$ cat src/rtl/core_imm_enc_if.sv
// Field-bundle in / instruction-word out handshake bundle for the immediate encoder.
// The master modport is the producer/consumer side; the slave modport is the encoder.
`timescale 1ns/1ps
interface core_imm_enc_if #(
  parameter int OPERAND_WIDTH = 64,
  parameter int INSTR_WIDTH   = 32,
  parameter int CNT_WIDTH     = 16
);
  logic                     in_valid_i;
  logic                     in_ready_o;
  logic [2:0]               fmt_i;
  logic [6:0]               opcode_i;
  logic [4:0]               rd_i;
  logic [4:0]               rs1_i;
  logic [4:0]               rs2_i;
  logic [2:0]               funct3_i;
  logic [6:0]               funct7_i;
  logic [OPERAND_WIDTH-1:0] imm_i;
  logic                     out_valid_o;
  logic                     out_ready_i;
  logic [INSTR_WIDTH-1:0]   instr_o;
  logic                     err_o;
  logic [CNT_WIDTH-1:0]     enc_cnt_o;

  modport master (
    output in_valid_i, fmt_i, opcode_i, rd_i, rs1_i, rs2_i, funct3_i, funct7_i, imm_i,
           out_ready_i,
    input  in_ready_o, out_valid_o, instr_o, err_o, enc_cnt_o
  );

  modport slave (
    input  in_valid_i, fmt_i, opcode_i, rd_i, rs1_i, rs2_i, funct3_i, funct7_i, imm_i,
           out_ready_i,
    output in_ready_o, out_valid_o, instr_o, err_o, enc_cnt_o
  );
endinterface

$ cat src/rtl/core_imm_enc.sv
// Packs decoded RV64IM fields into a 32-bit instruction word behind a 2-entry output FIFO.
// Optional immediate range checking is built when IMM_ENC_RANGE_CHK_EN is defined.
`timescale 1ns/1ps
module core_imm_enc #(
  parameter int OPERAND_WIDTH = 64,
  parameter int INSTR_WIDTH   = 32,
  parameter int CNT_WIDTH     = 16
) (
  input logic           clk,
  input logic           rst_n,
  core_imm_enc_if.slave bus
);

  localparam logic [2:0] FMT_R = 3'd0;
  localparam logic [2:0] FMT_I = 3'd1;
  localparam logic [2:0] FMT_S = 3'd2;
  localparam logic [2:0] FMT_B = 3'd3;
  localparam logic [2:0] FMT_U = 3'd4;
  localparam logic [2:0] FMT_J = 3'd5;

  function automatic logic [INSTR_WIDTH-1:0] encodeWord(
    input logic [2:0]  fmt,
    input logic [6:0]  op,
    input logic [4:0]  rd,
    input logic [4:0]  rs1,
    input logic [4:0]  rs2,
    input logic [2:0]  f3,
    input logic [6:0]  f7,
    input logic [31:0] imm
  );
    case (fmt)
      FMT_R:   encodeWord = {f7, rs2, rs1, f3, rd, op};
      FMT_I:   encodeWord = {imm[11:0], rs1, f3, rd, op};
      FMT_S:   encodeWord = {imm[11:5], rs2, rs1, f3, imm[4:0], op};
      FMT_B:   encodeWord = {imm[12], imm[10:5], rs2, rs1, f3, imm[4:1], imm[11], op};
      FMT_U:   encodeWord = {imm[31:12], rd, op};
      FMT_J:   encodeWord = {imm[20], imm[10:1], imm[11], imm[19:12], rd, op};
      default: encodeWord = '0;
    endcase
  endfunction

`ifdef IMM_ENC_RANGE_CHK_EN
  // True when imm is representable as a bits-wide two's-complement value.
  function automatic logic fitsSigned(input logic [OPERAND_WIDTH-1:0] imm, input int bits);
    logic signed [OPERAND_WIDTH-1:0] sh;
    sh = $signed(imm) >>> (bits - 1);
    fitsSigned = (sh == '0) || (sh == '1);
  endfunction

  function automatic logic rangeErr(input logic [2:0] fmt, input logic [OPERAND_WIDTH-1:0] imm);
    case (fmt)
      FMT_R:        rangeErr = 1'b0;
      FMT_I, FMT_S: rangeErr = !fitsSigned(imm, 12);
      FMT_B:        rangeErr = !fitsSigned(imm, 13) || imm[0];
      FMT_U:        rangeErr = (imm[11:0] != 12'd0) || !fitsSigned(imm, 32);
      FMT_J:        rangeErr = !fitsSigned(imm, 21) || imm[0];
      default:      rangeErr = 1'b1;
    endcase
  endfunction
`endif

  logic [1:0]             count;
  logic                   wrPtr;
  logic                   rdPtr;
  logic [CNT_WIDTH-1:0]   encCnt;
  logic                   outValid;
  logic                   push;
  logic                   pop;
  logic                   inReady;
  logic [INSTR_WIDTH-1:0] encWord_p0;
  logic [INSTR_WIDTH-1:0] instrFifo_p1 [2];

  assign outValid = (count != 2'd0);
  assign pop      = outValid && bus.out_ready_i;
  assign inReady  = (count != 2'd2) || pop;
  assign push     = bus.in_valid_i && inReady;

  // Stage 0: combinational encode of the offered bundle
  assign encWord_p0 = encodeWord(bus.fmt_i, bus.opcode_i, bus.rd_i, bus.rs1_i, bus.rs2_i,
                                 bus.funct3_i, bus.funct7_i, bus.imm_i[31:0]);

  // Stage 1: FIFO storage; payload carries no reset, only pointers/occupancy do
  always_ff @(posedge clk) begin
    if (push) instrFifo_p1[wrPtr] <= encWord_p0;
  end

  always_ff @(posedge clk or negedge rst_n) begin
    if (!rst_n) begin
      count  <= 2'd0;
      wrPtr  <= 1'b0;
      rdPtr  <= 1'b0;
      encCnt <= '0;
    end else begin
      if (push) begin
        wrPtr  <= ~wrPtr;
        encCnt <= encCnt + 1'b1;
      end
      if (pop) rdPtr <= ~rdPtr;
      case ({push, pop})
        2'b10:   count <= count + 2'd1;
        2'b01:   count <= count - 2'd1;
        default: count <= count;
      endcase
    end
  end

`ifdef IMM_ENC_RANGE_CHK_EN
  logic errFifo_p1 [2];

  always_ff @(posedge clk) begin
    if (push) errFifo_p1[wrPtr] <= rangeErr(bus.fmt_i, bus.imm_i);
  end

  assign bus.err_o = outValid ? errFifo_p1[rdPtr] : 1'b0;
`else
  logic unusedImmHi;
  assign unusedImmHi = ^bus.imm_i[OPERAND_WIDTH-1:32];
  assign bus.err_o   = 1'b0;
`endif

  // Empty FIFO presents an all-zero word so the idle/reset output is deterministic.
  assign bus.instr_o     = outValid ? instrFifo_p1[rdPtr] : '0;
  assign bus.out_valid_o = outValid;
  assign bus.in_ready_o  = inReady;
  assign bus.enc_cnt_o   = encCnt;

endmodule

$ cat src/flat_wrapper.sv
// flat-port wrapper written by rule: the top's interface ports become plain ports
module core_imm_enc_flat 
#(
  parameter int OPERAND_WIDTH = 64,
  parameter int INSTR_WIDTH   = 32,
  parameter int CNT_WIDTH     = 16
)
  (clk, rst_n, bus_in_valid_i, bus_fmt_i, bus_opcode_i, bus_rd_i, bus_rs1_i, bus_rs2_i, bus_funct3_i, bus_funct7_i, bus_imm_i, bus_out_ready_i, bus_in_ready_o, bus_out_valid_o, bus_instr_o, bus_err_o, bus_enc_cnt_o);
  core_imm_enc_if #(.OPERAND_WIDTH(OPERAND_WIDTH), .INSTR_WIDTH(INSTR_WIDTH), .CNT_WIDTH(CNT_WIDTH)) bus_i ();
  input logic clk;
  input logic rst_n;
  input wire logic [$bits(bus_i.in_valid_i)-1:0] bus_in_valid_i;
  input wire logic [$bits(bus_i.fmt_i)-1:0] bus_fmt_i;
  input wire logic [$bits(bus_i.opcode_i)-1:0] bus_opcode_i;
  input wire logic [$bits(bus_i.rd_i)-1:0] bus_rd_i;
  input wire logic [$bits(bus_i.rs1_i)-1:0] bus_rs1_i;
  input wire logic [$bits(bus_i.rs2_i)-1:0] bus_rs2_i;
  input wire logic [$bits(bus_i.funct3_i)-1:0] bus_funct3_i;
  input wire logic [$bits(bus_i.funct7_i)-1:0] bus_funct7_i;
  input wire logic [$bits(bus_i.imm_i)-1:0] bus_imm_i;
  input wire logic [$bits(bus_i.out_ready_i)-1:0] bus_out_ready_i;
  output wire logic [$bits(bus_i.in_ready_o)-1:0] bus_in_ready_o;
  output wire logic [$bits(bus_i.out_valid_o)-1:0] bus_out_valid_o;
  output wire logic [$bits(bus_i.instr_o)-1:0] bus_instr_o;
  output wire logic [$bits(bus_i.err_o)-1:0] bus_err_o;
  output wire logic [$bits(bus_i.enc_cnt_o)-1:0] bus_enc_cnt_o;
  assign bus_i.in_valid_i = bus_in_valid_i;
  assign bus_i.fmt_i = bus_fmt_i;
  assign bus_i.opcode_i = bus_opcode_i;
  assign bus_i.rd_i = bus_rd_i;
  assign bus_i.rs1_i = bus_rs1_i;
  assign bus_i.rs2_i = bus_rs2_i;
  assign bus_i.funct3_i = bus_funct3_i;
  assign bus_i.funct7_i = bus_funct7_i;
  assign bus_i.imm_i = bus_imm_i;
  assign bus_i.out_ready_i = bus_out_ready_i;
  assign bus_in_ready_o = bus_i.in_ready_o;
  assign bus_out_valid_o = bus_i.out_valid_o;
  assign bus_instr_o = bus_i.instr_o;
  assign bus_err_o = bus_i.err_o;
  assign bus_enc_cnt_o = bus_i.enc_cnt_o;
  core_imm_enc #(.OPERAND_WIDTH(OPERAND_WIDTH), .INSTR_WIDTH(INSTR_WIDTH), .CNT_WIDTH(CNT_WIDTH)) u_core (.clk(clk), .rst_n(rst_n), .bus(bus_i));
endmodule
$ cat config.mk
export PLATFORM = sky130hd
export DESIGN_NAME = core_imm_enc_flat
export DESIGN_NICKNAME = d
export VERILOG_FILES = /design/src/rtl/core_imm_enc_if.sv /design/src/rtl/core_imm_enc.sv /design/src/flat_wrapper.sv
export SDC_FILE = /design/constraint.sdc
export NUM_CORES = 1
export LEC_CHECK = 0
export BUFFER_PORTS_ARGS = -buffer_cell sky130_fd_sc_hd__buf_4
export CORE_ASPECT_RATIO = 1.2
export CORE_MARGIN = 2
export CORE_UTILIZATION = 35
export CTS_BUF_LIST = sky130_fd_sc_hd__clkbuf_4
export DETAILED_ROUTE_END_ITERATION = 6
export GPL_TIMING_DRIVEN = 0
export HOLD_SLACK_MARGIN = 0.15
export PLACE_DENSITY = 0.61
export SKIP_LAST_GASP = 1
export SLEW_MARGIN = 20
export SYNTH_ARGS = -nofsm -noshare
export SYNTH_HDL_FRONTEND = slang
export SYNTH_SLANG_ARGS = --single-unit
$ cat constraint.sdc
create_clock -name clk -period 2.8 [get_ports clk]
set_input_delay 0.56 -clock clk [delete_from_list [all_inputs] [get_ports clk]]
set_output_delay 0.56 -clock clk [all_outputs]
set_load 0.05 [all_outputs]
== Yosys cells after proc, flatten, opt, wreduce, memory -nomap -nowiden ==
Memories as Yosys holds them, arrays and structs flattened.
Cells that the tools add are included.

* Output and inout port bits: 51
* Input port bits: 103
* Register bits after elaboration: 20
* Memories: 1
* Bits in writable memories: 64
* Logic and storage cells: 29

{| class="wikitable"
|+ Memory list
! memory !! depth !! width !! read ports !! clocked after memory_dff !! write ports !! line !! text
|-
| u_core.instrFifo_p1 || 2 || 32 || 1 || 0 || 1 || core_imm_enc.sv:71 || <nowiki>logic [INSTR_WIDTH-1:0] instrFifo_p1 [2];</nowiki>
|}

* Multiplexer cells: 5
* $add $sub $neg: 3
* Equality and inequality tests: 8
* Bitwise logic cells: 2
* Reduce and logical (&&, ||, !) cells: 6

{| class="wikitable"
|+ Operators with widths
! operator !! number
|-
| $pmux W32 S6 || 1
|-
| $mux W32 || 1
|-
| $add A16 B1 Y16 const B || 1
|-
| $eq A3 B2 Y1 const B || 2
|-
| $eq A3 B3 Y1 const B || 2
|-
| $pmux W2 S2 || 1
|-
| $reduce_bool A2 Y1 || 2
|-
| $eq A3 B1 Y1 const B || 1
|-
| $logic_not A3 Y1 || 1
|-
| $add A2 B1 Y2 const B || 1
|-
| $eq A2 B1 Y1 const B || 1
|-
| $eq A2 B2 Y1 const B || 1
|-
| $logic_and A1 B1 Y1 || 2
|-
| $mux W1 || 2
|-
| $ne A2 B2 Y1 const B || 1
|-
| $not A1 Y1 || 2
|-
| $sub A2 B1 Y2 const B || 1
|-
| $logic_or A1 B1 Y1 || 1
|}

== Depth between registers and ports, before layout ==
Gate-level depths: netlist (run 1).

* Depth after elaboration: 6
* Gate-level depth with buffers: 7
* Mapped depth without buffers: 7

== Least setup slack after synthesis (run 1) ==
Ideal clock, no wire load.

* Path type: input-to-reg
* Start: in bus_out_ready_i
* End: mem u_core.instrFifo_p1[0][0], enable pin
* Data arrival time: 2.265 ns
* Buffers on the path: 0
* Data required time: 2.379 ns
* Stages: 4
* Setup slack: 0.114 ns
* Setup time: 0.421 ns
* Path through: nor3b_4 > inv_4 > nand2_4 > nor2_1

* Word-level cells in the longest chain between the ends: 5

{| class="wikitable"
|+ Ends and longest elaborated chain
! item !! line !! text
|-
| start, declared || flat_wrapper.sv:21 || <nowiki>input wire logic [$bits(bus_i.out_ready_i)-1:0] bus_out_ready_i;</nowiki>
|-
| $logic_and A1 B1 Y1 || core_imm_enc.sv:74 || <nowiki>assign pop = outValid && bus.out_ready_i;</nowiki>
|-
| $logic_or A1 B1 Y1 || core_imm_enc.sv:75 || <nowiki>assign inReady = (count != 2'd2) || pop;</nowiki>
|-
| via bus_in_ready_o || flat_wrapper.sv:22 || <nowiki>output wire logic [$bits(bus_i.in_ready_o)-1:0] bus_in_ready_o;</nowiki>
|-
| $logic_and A1 B1 Y1 || core_imm_enc.sv:76 || <nowiki>assign push = bus.in_valid_i && inReady;</nowiki>
|-
| $mux W1 || core_imm_enc.sv:84 || <nowiki>if (push) instrFifo_p1[wrPtr] <= encWord_p0;</nowiki>
|-
| $mux W1 (not written as such) || core_imm_enc.sv:84 ||
|-
| end, declared || core_imm_enc.sv:71 ||
|}

The timed path passes the listed nets, and every way through them passes these cells.

== Worst setup path in the final report (run 1) ==
* Start: reg u_core.count[0]
* End: out bus_instr_o[11]

* Word-level cells in the longest chain between the ends: 2

{| class="wikitable"
|+ Ends and longest elaborated chain
! item !! line !! text
|-
| start, declared || core_imm_enc.sv:62 || <nowiki>logic [1:0] count;</nowiki>
|-
| start signal, assigned || core_imm_enc.sv:100 || <nowiki>2'b10: count <= count + 2'd1;</nowiki>
|-
| start signal, assigned || core_imm_enc.sv:101 || <nowiki>2'b01: count <= count - 2'd1;</nowiki>
|-
| start signal, assigned || core_imm_enc.sv:102 || <nowiki>default: count <= count;</nowiki>
|-
| $reduce_bool A2 Y1 || core_imm_enc.sv:73 || <nowiki>assign outValid = (count != 2'd0);</nowiki>
|-
| $mux W32 || core_imm_enc.sv:122 || <nowiki>assign bus.instr_o = outValid ? instrFifo_p1[rdPtr] : '0;</nowiki>
|-
| end, declared || flat_wrapper.sv:24 || <nowiki>output wire logic [$bits(bus_i.instr_o)-1:0] bus_instr_o;</nowiki>
|}

Every way passes these cells.

==> flow_summary.json, run 1 <==
{
  "outcome": "finished clean",
  "dpl.hpwl_mm": 6.49,
  "synthTopCellsByArea": "edfxtp_1, dfrtp_1, mux2i_1",
  "setup_viol": 0,
  "async_flop_share": 0.238,
  "clk_pin_slew_ns": 0.13,
  "numCtsBuffers": 9,
  "cp_cell_sequence": "nor2_1 > clkbuf_2 > nor2_1 > buf_4",
  "antenna_left": 0,
  "cp_data_arrival_time_ns": 1.98,
  "synthTopCellsByCount": "edfxtp_1, nor2_1, mux2i_1",
  "routed_wirelength_mm": 8.94,
  "multi_input_area_um2": 1430,
  "synth_top_area_frac": 0.485,
  "worst_ir_drop_vdd_v": 0.000678,
  "fin_crit_sh": 0.906,
  "timing.hold.ws_ns": 0.414,
  "cts_setup_buffers": 0,
  "port_buffers": 119,
  "crit_top_cell": "nor2_1",
  "dp_slack_ns": 0.522,
  "die_area_um2": 12200,
  "crit_fanout": 10,
  "max_stage_delay_ns": 0.48,
  "rsz0062_at_grt": "no",
  "crit_start": "u_core.count[0]",
  "gp_congestion": 0.863,
  "grt_pass1_wl_mm": 14.0,
  "critical_path_class": "register to primary output",
  "yosys.cell_types.count": 38,
  "cts_root_buf": "clkbuf_4",
  "synth-edff-count": 64,
  "area_delta_synth_final_pct": 31.2,
  "antenna_found_initial": 1,
  "synth_largest_area_cell": "edfxtp_1",
  "viasPerCell": 4.84,
  "core_um2": 11000,
  "slowest_stage": "dfrtp_1",
  "power_mw": 5.39,
  "worst_pin_slew_ns": 0.815,
  "cts_buffer_depth": 2,
  "synth_flop_cell": "edfxtp_1",
  "cts.sinks": 84,
  "ys_ff_latch": 84,
  "remaining_drc_errors": 0,
  "fin_nets": 556,
  "cp.required_ns": 2.24,
  "hold_violations": 0,
  "grt_max_degree": 33,
  "hold_class": "input port to register",
  "num-fill-cells": 1049,
  "postPlaceCellArea_um2": 5040,
  "end_kind": "primary output",
  "stdcell_area_um2": 5190,
  "post_drt_wl_per_cell_um": 15.2,
  "startpoint_type": "register",
  "htreeDepth": 3,
  "maxSlewViolCount": 0,
  "ys_seq_area_frac": 0.612,
  "grt_pass1_vias": 2827,
  "first_pass_iters": 4,
  "initial_core_util": 0.359,
  "syn-cell-area_um2": 3960,
  "synthCells": 319,
  "finalSetupTns_ns": 0,
  "synth.most_common_cell": "edfxtp_1",
  "cts_tree": "yes",
  "p_per_area_nw_per_um2": 1040,
  "max_freq_mhz": 394,
  "grt_overflow_total": 0,
  "r2r-start": "u_core.count[0]",
  "maxSlewHeadroom": 0.456,
  "avgSynthCellArea_um2": 12.4,
  "seqCellArea_um2": 2420,
  "drive_above_1_share": 0.360,
  "rows": 42,
  "min_period_ns": 2.54,
  "syn_nets": 424,
  "boundaryPins": 154,
  "worstHoldStart": "bus_opcode_i[5]",
  "setup_slack_ns": 0.264,
  "grt_use_total": 0.150,
  "yosysWarnings": 0,
  "clk_latency_ns": 0.44,
  "drt_iter0_markers": 95,
  "dieHeight_um": 121,
  "max_cap_viol_count": 0,
  "die_x_um": 101,
  "power.leakage_nw": 2.27,
  "num_vias": 2850,
  "clock_skew_ns": 0.0158
}
## where the power goes
group | internal [mW] | switching, mW
Clock | 0.289 | 0.409
Sequential | 1.68 | 0.144
Combinational | 0.890 | 1.99
Total | 2.86 | 2.54
## flip-flops by register name, indices dropped and copies added (netlist names)
| register | cells |
|---|---|
| u_core.bus.enc_cnt_o | 16 |
| u_core.count | 2 |
| u_core.instrFifo_p1 | 64 |
| u_core.rdPtr | 1 |
| u_core.wrPtr | 1 |
## metrics by stage
stage / instances / utilization
detailed placement: 571 / 0.457
global route: 589 / 0.471
floorplan: 319 / -
CTS: 588 / 0.470
finish: 589 / 0.471
global placement: 570 / 0.455
## kinds of logic after synthesis
family | after synthesis | synth area share
other | 1 | 0.000947
buffers and inverters | 27 | 0.0300
AO/OA/AOI/OAI | 44 | 0.0676
AND/OR/NAND/NOR | 99 | 0.132
multiplexers | 42 | 0.107
adder cells (fa/ha/maj) | 2 | 0.00632
XOR/XNOR | 20 | 0.0442
flip-flops | 84 | 0.612
## cell usage in the layout, fill, tap and decap left out, types with 3 or more instances in the layout
cell / instances
xor2_1: 8
a22oi_1: 5
nand4_1: 4
buf_4: 120
clkbuf_4: 11
clkbuf_1: 3
nor2_1: 46
buf_2: 9
dfrtp_1: 20
nor2b_1: 5
nand2_1: 18
mux2i_1: 39
inv_4: 3
o21ai_0: 17
nand3_1: 3
edfxtp_1: 64
inv_1: 9
a22o_1: 7
and2_1: 8
a21oi_1: 12
mux2_2: 3
clkbuf_2: 3
xnor2_1: 12
## layout make-up
cell class | count | share of cell area
clock inverters | 5 | 0.00964
diodes | 1 | 0.000482
inverters | 11 | 0.00843
flip-flops and latches | 84 | 0.466
clock buffers | 11 | 0.0159
well taps | 132 | 0.0318
multi-input cells | 208 | 0.274
plain buffers | 16 | 0.0152
repair buffers | 121 | 0.178
## path summary, 6_finish.rpt
path / end / slack, ns / depth (start not counted)
worst max-delay path: bus_instr_o[11] / 0.26 / 4
worst min-delay path: u_core.instrFifo_p1[1][5] / 0.41 / 2
worst max register to register: u_core.count[1] / 0.89 / 7
worst min register to register: u_core.bus.enc_cnt_o[15] / 0.48 / 1
max in group asynchronous: u_core.bus.enc_cnt_o[11] / 2.07 / 2
min in group asynchronous: u_core.bus.enc_cnt_o[5] / 0.51 / 2
## critical path: cells and delay by family, from the launching register on
family	cells	cell delay, ns
buffers and inverters	2	0.54
flip-flops	1	0.48
AND/OR/NAND/NOR	2	0.51
## routing by layer
metal / up-vias / routed length (um) / GRT usage
met5: - / 0 / 0
met4: 0 / 256 / 0.0887
met3: 18 / 372 / 0.0179
met2: 96 / 4420 / 0.249
met1: 1338 / 3890 / 0.187
li1: 1398 / - / -
## repair_timing
action / CTS / global route
resized for setup: 1 / 4
setup endpoints to repair: 1 / 13
hold buffers: 1 / 0
hold endpoints to repair: 20 / 0
(Power assumes the default switching activity.)
==> run 2: changes to the inputs <==
- GPL_ROUTABILITY_DRIVEN: unset -> 0
- clock period: 2.8 -> 3.15 ns (I/O delays scaled with it)
==> flow_summary.json, run 2 (synthesis results as in run 1) <==
{
  "timing.hold.ws_ns": 0.477,
  "num-fill-cells": 1048,
  "cts_buffer_depth": 2,
  "cts.sinks": 84,
  "initial_core_util": 0.359,
  "setup_slack_ns": 0.375,
  "outcome": "finished clean",
  "worstHoldStart": "u_core.bus.enc_cnt_o[15]",
  "critical_path_class": "register to primary output",
  "first_pass_iters": 4,
  "dpl.hpwl_mm": 6.49,
  "whs_path_depth": 1,
  "cts_root_buf": "clkbuf_4",
  "end_kind": "primary output",
  "seqCellArea_um2": 2420,
  "grt_pass1_wl_mm": 14.0,
  "maxSlewHeadroom": 0.461,
  "hold_violations": 0,
  "worst_pin_slew_ns": 0.809,
  "finalNonFillerCells": 589,
  "top_register": "u_core.instrFifo_p1",
  "dp_slack_ns": 0.802,
  "cp_data_arrival_time_ns": 2.14,
  "dieHeight_um": 121,
  "clock_skew_ns": 0.0147,
  "min_period_ns": 2.77,
  "antenna_found_initial": 1,
  "crit_start": "u_core.count[0]",
  "startpoint_type": "register",
  "fin_nets": 556,
  "fin_crit_sh": 0.881,
  "remaining_drc_errors": 0,
  "grt_overflow_total": 0,
  "port_buffers": 119,
  "largest_reg_flops": 64,
  "clk_pin_slew_ns": 0.13,
  "p_per_area_nw_per_um2": 922,
  "worst_ir_drop_vdd_v": 0.000602,
  "drt_iter0_markers": 93,
  "grt_max_degree": 33,
  "power.leakage_nw": 2.26,
  "grt_pass1_vias": 2832,
  "multi_input_area_um2": 1430,
  "core_um2": 11000,
  "grt_use_total": 0.150,
  "cts_setup_buffers": 0,
  "fin_util": 0.470,
  "max_cap_viol_count": 0,
  "num_vias": 2845,
  "rows": 42,
  "slowest_stage": "dfrtp_1",
  "maxSlewViolCount": 0,
  "crit_fanout": 10,
  "drive_above_1_share": 0.353,
  "antenna_left": 0,
  "hold_class": "register to register",
  "postPlaceCellArea_um2": 5040,
  "cts_tree": "yes",
  "r2r-start": "u_core.count[0]",
  "numCtsBuffers": 9,
  "max_stage_delay_ns": 0.48,
  "cp.required_ns": 2.52,
  "max_freq_mhz": 360,
  "clk_latency_ns": 0.45,
  "layout_commonest_cell": "buf_4",
  "die_area_um2": 12200,
  "area_delta_synth_final_pct": 31.1,
  "rsz0062_at_grt": "no",
  "reg2reg_depth": 7,
  "htreeDepth": 3,
  "boundaryPins": 154,
  "setup_viol": 0,
  "final_cell_mix": "buf_4, edfxtp_1, nor2_1, mux2i_1, dfrtp_1",
  "die_x_um": 101,
  "post_drt_wl_per_cell_um": 15.2,
  "cts_resized": 0,
  "dp.cells": 571,
  "cp_cell_sequence": "nor2_1 > clkbuf_1 > nor2_1 > buf_4",
  "stdcell_area_um2": 5190,
  "viasPerCell": 4.83,
  "crit_top_cell": "nor2_1",
  "routed_wirelength_mm": 8.93
}
==> run 2: report_power, final <==
| group | leakage, nW | internal (mW) | switching [mW] |
|---|---|---|---|
| registers | 0.861 | 1.49 | 0.128 |
| logic | 1.32 | 0.785 | 1.76 |
| clock network | 0.0795 | 0.257 | 0.364 |
==> run 2: repair_timing <==
item | CTS | global route
hold buffers | 1 | 0
endpoints found under the setup margin | 0 | 0
endpoints found under the hold margin | 20 | 0
==> run 2: final cells by class <==
class                           count  share of cell area
Sequential cell                    84               0.467
Multi-Input combinational cell    208               0.275
Timing Repair Buffer              121               0.178
Tap cell                          132              0.0318
Clock buffer                       11              0.0159
Buffer                             16              0.0145
Clock inverter                      5             0.00964
Inverter                           11             0.00844
Antenna cell                        1            0.000482
==> run 2: metal layers <==
metal / GRT usage / vias to the layer above / wire length, um
li1: - / 1398 / -
met1: 0.187 / 1337 / 3880
met2: 0.249 / 92 / 4420
met3: 0.0179 / 18 / 368
met4: 0.0887 / 0 / 256
met5: 0 / - / 0
==> run 2: critical path: cells and delay by family (launching register included) <==
kind	cells	cell delay, ns
AND/OR/NAND/NOR	2	0.53
buffers and inverters	2	0.68
flip-flops	1	0.48
==> run 2: stage by stage <==
| step | setup TNS [ns] | power [mW] |
|---|---|---|
| after CTS | 0 | 4.85 |
| after global placement | -17.15 | 4.19 |
| after detailed placement | 0 | 4.23 |
| after floorplan | 0 | 3.42 |
| after global routing | 0 | 5.03 |
| final | 0 | 4.79 |
==> run 2: final timing paths <==
| check | end | slack, ns |
|---|---|---|
| worst min-delay path | u_core.bus.enc_cnt_o[15] | 0.48 |
| worst max-delay path | bus_instr_o[24] | 0.38 |
| worst min register to register | u_core.bus.enc_cnt_o[15] | 0.48 |
| min in group asynchronous | u_core.bus.enc_cnt_o[5] | 0.58 |
| max in group asynchronous | u_core.bus.enc_cnt_o[11] | 2.35 |
| worst max register to register | u_core.count[1] | 1.24 |
